## src/rtl/sprite_rom_arbiter.sv

```systemverilog
// Round-robin arbiter sharing one synchronous sprite ROM among NUM_REQ pixel requesters.
// Optional ARB_BOUNDS_CHECK_EN: out-of-image addresses skip the ROM and return a transparent zero pixel.
module sprite_rom_arbiter #(
    parameter int             NUM_REQ           = 4,
    parameter int             AW                = 16,
    parameter int             DW                = 8,
    parameter int             ROM_LATENCY       = 1,
    parameter int             IMAGE_SIZE        = 23550,
    parameter logic [DW-1:0]  TRANSPARENT_COLOR = 8'hE3
) (
    input  logic                  clk,
    input  logic                  rst,
    input  logic [NUM_REQ-1:0]    req,
    input  logic [NUM_REQ*AW-1:0] req_addr,
    output logic [NUM_REQ-1:0]    gnt,
    output logic [AW-1:0]         rom_addr,
    input  logic [DW-1:0]         rom_q,
    output logic [NUM_REQ-1:0]    rsp_valid,
    output logic [DW-1:0]         rsp_data,
    output logic                  rsp_visible,
    output logic                  busy
);

    localparam int PW = (NUM_REQ > 1) ? $clog2(NUM_REQ) : 1;
    localparam int L  = ROM_LATENCY;

    logic [PW-1:0]                 last_ptr_q, last_ptr_d;
    logic [AW-1:0]                 rom_addr_q, rom_addr_d;
    logic [L:0]                    tag_vld_q, tag_vld_d;
    logic [L:0][NUM_REQ-1:0]       tag_oh_q, tag_oh_d;
    logic [L:0]                    tag_oob_q, tag_oob_d;
    logic [NUM_REQ-1:0]            rsp_valid_q, rsp_valid_d;
    logic [DW-1:0]                 rsp_data_q, rsp_data_d;
    logic                          rsp_visible_q, rsp_visible_d;
    logic                          busy_q, busy_d;

    logic [PW-1:0]                 gnt_idx;
    logic [PW-1:0]                 scan_idx;
    logic                          gnt_found;
    logic [AW-1:0]                 sel_addr;
    logic                          acc_oob;

    // Search begins just after the last accepted requester, wrapping around.
    always_comb begin
        gnt_idx   = '0;
        gnt_found = 1'b0;
        scan_idx  = '0;
        for (int k = 1; k <= NUM_REQ; k++) begin
            scan_idx = PW'((int'(last_ptr_q) + k) % NUM_REQ);
            if (!gnt_found && req[scan_idx]) begin
                gnt_found = 1'b1;
                gnt_idx   = scan_idx;
            end
        end
    end

    always_comb begin
        gnt = '0;
        if (gnt_found) begin
            gnt = NUM_REQ'(1) << gnt_idx;
        end
    end

    always_comb begin
        sel_addr = '0;
        for (int i = 0; i < NUM_REQ; i++) begin
            if (gnt[i]) begin
                sel_addr = req_addr[i*AW +: AW];
            end
        end
    end

`ifdef ARB_BOUNDS_CHECK_EN
    localparam logic [AW:0] IMG_LIMIT = (AW+1)'(IMAGE_SIZE);
    always_comb begin
        acc_oob = gnt_found && ({1'b0, sel_addr} >= IMG_LIMIT);
    end
`else
    always_comb begin
        acc_oob = 1'b0;
    end
`endif

    always_comb begin
        last_ptr_d = last_ptr_q;
        rom_addr_d = rom_addr_q;
        if (gnt_found) begin
            last_ptr_d = gnt_idx;
            if (!acc_oob) begin
                rom_addr_d = sel_addr;
            end
        end

        tag_vld_d = {tag_vld_q[L-1:0], gnt_found};
        tag_oh_d  = {tag_oh_q[L-1:0], gnt};
        tag_oob_d = {tag_oob_q[L-1:0], acc_oob};

        // The last tag stage lines up with rom_q for the read it describes.
        rsp_valid_d   = '0;
        rsp_data_d    = '0;
        rsp_visible_d = 1'b0;
        if (tag_vld_q[L]) begin
            rsp_valid_d = tag_oh_q[L];
            if (!tag_oob_q[L]) begin
                rsp_data_d    = rom_q;
                rsp_visible_d = (rom_q != TRANSPARENT_COLOR);
            end
        end

        busy_d = (|tag_vld_d) | (|rsp_valid_d);
    end

    always_ff @(posedge clk or posedge rst) begin
        if (rst) begin
            last_ptr_q    <= PW'(NUM_REQ - 1);
            rom_addr_q    <= '0;
            tag_vld_q     <= '0;
            tag_oh_q      <= '0;
            tag_oob_q     <= '0;
            rsp_valid_q   <= '0;
            rsp_data_q    <= '0;
            rsp_visible_q <= 1'b0;
            busy_q        <= 1'b0;
        end else begin
            last_ptr_q    <= last_ptr_d;
            rom_addr_q    <= rom_addr_d;
            tag_vld_q     <= tag_vld_d;
            tag_oh_q      <= tag_oh_d;
            tag_oob_q     <= tag_oob_d;
            rsp_valid_q   <= rsp_valid_d;
            rsp_data_q    <= rsp_data_d;
            rsp_visible_q <= rsp_visible_d;
            busy_q        <= busy_d;
        end
    end

    assign rom_addr    = rom_addr_q;
    assign rsp_valid   = rsp_valid_q;
    assign rsp_data    = rsp_data_q;
    assign rsp_visible = rsp_visible_q;
    assign busy        = busy_q;

endmodule

```

## config.mk

```make
export PLATFORM = sky130hd
export DESIGN_NAME = sprite_rom_arbiter
export DESIGN_NICKNAME = d
export VERILOG_FILES = /design/src/rtl/sprite_rom_arbiter.sv
export SDC_FILE = /design/constraint.sdc
export NUM_CORES = 1
export LEC_CHECK = 0
export BUFFER_PORTS_ARGS = -buffer_cell sky130_fd_sc_hd__buf_2
export CAP_MARGIN = 20
export CORE_MARGIN = 8
export CORE_UTILIZATION = 44
export CTS_BUF_LIST = sky130_fd_sc_hd__clkbuf_16
export DETAILED_ROUTE_END_ITERATION = 8
export GPL_TIMING_DRIVEN = 0
export PLACE_DENSITY = 0.8
export SLEW_MARGIN = 20
export SYNTH_ARGS = -nofsm -noshare
export SYNTH_HDL_FRONTEND = slang
export SYNTH_SLANG_ARGS = --single-unit
export TNS_END_PERCENT = 5
```

## constraint.sdc

```tcl
create_clock -name clk -period 2.4 [get_ports clk]
set_input_delay 0.36 -clock clk [delete_from_list [all_inputs] [get_ports clk]]
set_output_delay 0.36 -clock clk [all_outputs]
set_load 0.02 [all_outputs]
```

== After elaboration in Yosys (flattened, before gate mapping) ==
Index checks and enable logic that the tools add are counted.
Storage, ports and cells
  flip-flop bits (word level): 42
  input port bits: 78
  output and inout port bits: 34
  word-level logic and storage cells: 52
Cells by class
  add/sub/neg operators: 4
  order comparisons: 4
  equal/unequal tests: 1
  shifts and indexed selects: 1
  multiplexer cells: 24
  bitwise operators: 1
  reductions and logical operators: 8
Operators with widths (count)
  16-bit two-way mux: 4
  2-bit by 3-bit < comparator with 1-bit output (second input constant): 4
  1-bit two-way mux: 9
  1-bit binary-select mux with 2-bit select: 4
  2-bit two-way mux: 4
  4-bit two-way mux: 2
  8-bit two-way mux: 1
  8-bit != test (second input constant): 1
  2-bit by 1-bit adder with 2-bit output (second input constant): 2
  2-bit adder (second input constant): 2
  4-bit OR reduction: 1
  1-bit by 2-bit << shifter with 4-bit output (first input constant): 1
  1-bit logical AND: 3
  1-bit zero test: 3
  2-bit OR reduction: 1
  1-bit OR: 1

== Longest topological paths before layout ==
  depth after elaboration: 19
  depth in mapped cells: 7
  gate-level depth less buffers: 4

== Least setup slack after synthesis ==
OpenSTA, ideal clock, no wires.
  kind: flip-flop to output port
  from: register last_ptr_q[0]
  to: output gnt[3]
  data arrival time: 1702 ps
  required time: 2040 ps
  slack: 338 ps
  stages on the path, launching flop included: 7
  path buffers: 4
  cell sequence: dfstp_2 -> buf_2 -> xor2_1 -> o221a_2 -> clkbuf_1 -> clkbuf_1 -> buf_4
RTL lines
  start, declared: line 27  | logic [PW-1:0] last_ptr_q, last_ptr_d;
  start signal, assigned: line 115  | last_ptr_q <= PW'(NUM_REQ - 1);
  start signal, assigned: line 125  | last_ptr_q <= last_ptr_d;
  end, declared: line 15  | output logic [NUM_REQ-1:0] gnt,

==> flow_summary.ini <==
[route]
post_drt_wl_per_cell_um = 16.63
antenna_left = 0
drt-pass1-iter-count = 4
remaining_drc_errors = 0
via_per_inst = 5.272
initialDrtViolationCount = 64
wirelength_mm = 5.688
vias = 1803

[synthesis]
ys_async_sr_fraction = 1.000
synth_compound_area_frac = 0.1901
synth_fa_ha_area_frac = 0
synth_area_per_cell_um2 = 11.32
synth-simple-area-share = 0.1199
synth_cells = 178
syn_nets = 256
synth_area_um2 = 2014
synth_top_family_by_area = compound AO/OA/AOI/OAI gates
synth_xor_area_frac = 0.004348
synth_edf_count = 0
yosysSeqAreaShare = 0.5230
synth_ff_type = dfrtp_1
synth_cell_types = 34
muxShareOfSynthArea = 0.08944
ys_ff_latch = 42
yosysWarnings = 0

[critical_path]
critPathKind = register to output port
crit_path_start = last_ptr_q[1]$_DFFE_PP1P_
endpoint_kind = output port
cp.required_ns = 2.04
worstSetupEndpoint = gnt[3]
worst-r2r-cell-count = 5
cp_data_arrival_time_ns = 1.95
crit_path_start_kind = register
r2r_start = last_ptr_q[0]$_DFFE_PP1P_
ff2ff_setup_slack_ns = 0.31
r2r_end = rom_addr[7]$_DFFE_PP0P_
cp_max_fo = 11

[clock_network]
post_cts_resized = 6
cts_buffers = 5
htreeDepth = 2
cts_max_path_buffers = 2
cts.sinks = 42
cts-root-buf = clkbuf_16
clk_latency_ns = 0.28
clk_pin_slew_worst_paths_ns = 0.06
cts_setup_buffers = 0
ctsHoldBuffers = 0
cts_tree = done

[layout]
area_growth_pct = 40.87
num-nets-final = 367
final_cell_mix = 109 x buf_2, 40 x dfrtp_1, 18 x mux2i_1, 17 x nand2_1
diodes = 0
final_common_cell = buf_2
final_core_util = 0.6473
drive_gt1_frac = 0.4724

[die]
initial_utilization = 0.4595
io_pins = 112
die_h_um = 83.66
core_um2 = 4384
dieArea_um2 = 6999
num_rows = 24
die_x_um = 83.66

[pwr]
vdd.ir_drop.worst_v = 0.0005907
power_frac_seq = 0.332
power_density_nw_per_um2 = 1088
internal_power_w = 0.002015
pwr-share-comb = 0.392
swShare = 0.3478
power_leakage_nw = 1.420
clock_power_share = 0.277
switchingPower_w = 0.001074

[global_route]
grt_remaining_overflow = 0
grt_pass1_wl_mm = 9.266
grt_max_degree = 32
grt_pass1_vias = 2014
grt.total_usage = 0.1599
antenna_found_initial = 0

[placement]
dpl.hpwl_mm = 4.474
place.gp.congestion = 0.7885
port_buffers = 107

[sta]
whs_ns = 0.008617
setup_viol = 0
slew_headroom = 0.6423
min_period_over_period = 0.9637
hold_viol_final = 0
fin_worst_skew_ns = 0.004278
worst_pin_slew_ns = 0.5366
fin_crit_ns = 2.313
clock.fmax_mhz = 432.4
setup_tns_ns = 0
maxSlewViolCount = 0

[run_status]
outcome = finished, final reports clean

[flow_run]
cap_violations = 0

[min_path]
min_path_type = primary input to async pin
==> registers in the layout, indices dropped and copies added (netlist names) <==
signal / flops
rsp_visible: 1
rsp_valid: 4
tag_oh_q: 4
busy: 1
tag_oh_d: 4
rom_addr: 16
rsp_data: 8
last_ptr_q: 2
tag_vld_q: 2
==> layer usage <==
layer,share of wire,routed length (µm),vias to the layer above,track usage
li1,-,-,868,-
met3,0.092,524,4,0.07324
met2,0.53,3009,89,0.2842
met1,0.37,2093,842,0.1602
met4,0.011,60,0,0.05338
met5,0,0,-,0
==> final cells by class <==
cell class | instances | area, µm²
clock buffer | 5 | 125.1
multi-input combinational | 109 | 823.3
buffer | 16 | 125.1
timing repair buffer | 108 | 555.5
sequential | 42 | 1054
tap | 52 | 65.06
clock inverter | 3 | 63.81
fill | 365 | 1546
inverter | 7 | 26.28
==> power by group through the flow <==
stage,registers [W],logic (W),clock network [W]
6_report,0.00102,0.00121,0.000855
5_1_grt,0.00105,0.00132,0.000897
4_1_cts,0.00100,0.00123,0.000866
3_5_place_dp,0.00101,0.00123,0
3_3_place_gp,0.00100,0.00120,0
2_1_floorplan,0.00120,0.000641,0
==> metrics by stage <==
stage               area, µm²  std cells  setup slack (ns)  power (W)
finish                   2838        342           0.08711   0.003089
global route             2838        342          -0.01594   0.003269
CTS                      2829        343           0.01117   0.003101
detailed placement       2635        338           -0.1441   0.002238
global placement         2615        337           -0.1141   0.002199
floorplan                2014        178            0.3385   0.001844
==> cell families (layout without fill, tap and decap cells) <==
kind of cell	after synthesis	in the layout
AOI/OAI and AO/OA	46	46
xor gates and xnor gates	1	1
and+or+nand+nor	44	44
DFF	42	42
buffers and inverters	27	139
muxes	18	18
==> critical path, stage by stage, from the launching register on <==
cell and delay (ns):
dfstp_2 0.54, buf_6 0.14, xor2_1 0.20, o221a_4 0.27, clkbuf_4 0.23, buf_4 0.13
buf_2 0.15
==> how the worst min path moves through the flow <==
stage / slack [ns] / start / to
3_3_place_gp: 0.33 / tag_oh_d[7]$_DFF_PP0_ / tag_oh_q[7]$_DFF_PP0_
2_1_floorplan: 0.33 / tag_oh_d[4]$_DFF_PP0_ / tag_oh_q[4]$_DFF_PP0_
6_report: 0.009 / rst / rom_addr[4]$_DFFE_PP0P_
5_1_grt: 0.03 / rst / rom_addr[4]$_DFFE_PP0P_
3_5_place_dp: 0.31 / rst / rom_addr[4]$_DFFE_PP0P_
4_1_cts: 0.01 / rst / rom_addr[4]$_DFFE_PP0P_
==> synthesized netlist by cell type (all sizes together) (2+ instances only) <==
| cell | instances | share of area |
|---|---|---|
| dfrtp | 40 | 0.50 |
| mux2i | 18 | 0.089 |
| nand2 | 17 | 0.032 |
| a32oi | 16 | 0.070 |
| o211ai | 16 | 0.060 |
| and2 | 13 | 0.040 |
| buf | 12 | 0.045 |
| clkbuf | 8 | 0.015 |
| inv | 7 | 0.013 |
| a21oi | 4 | 0.0099 |
| nor2 | 4 | 0.0075 |
| dfstp | 2 | 0.026 |
| nor2b | 2 | 0.0062 |
| nor3 | 2 | 0.0050 |
| o21ai | 2 | 0.0050 |
| o221a | 2 | 0.011 |
Power figures use the tool's default switching activity.
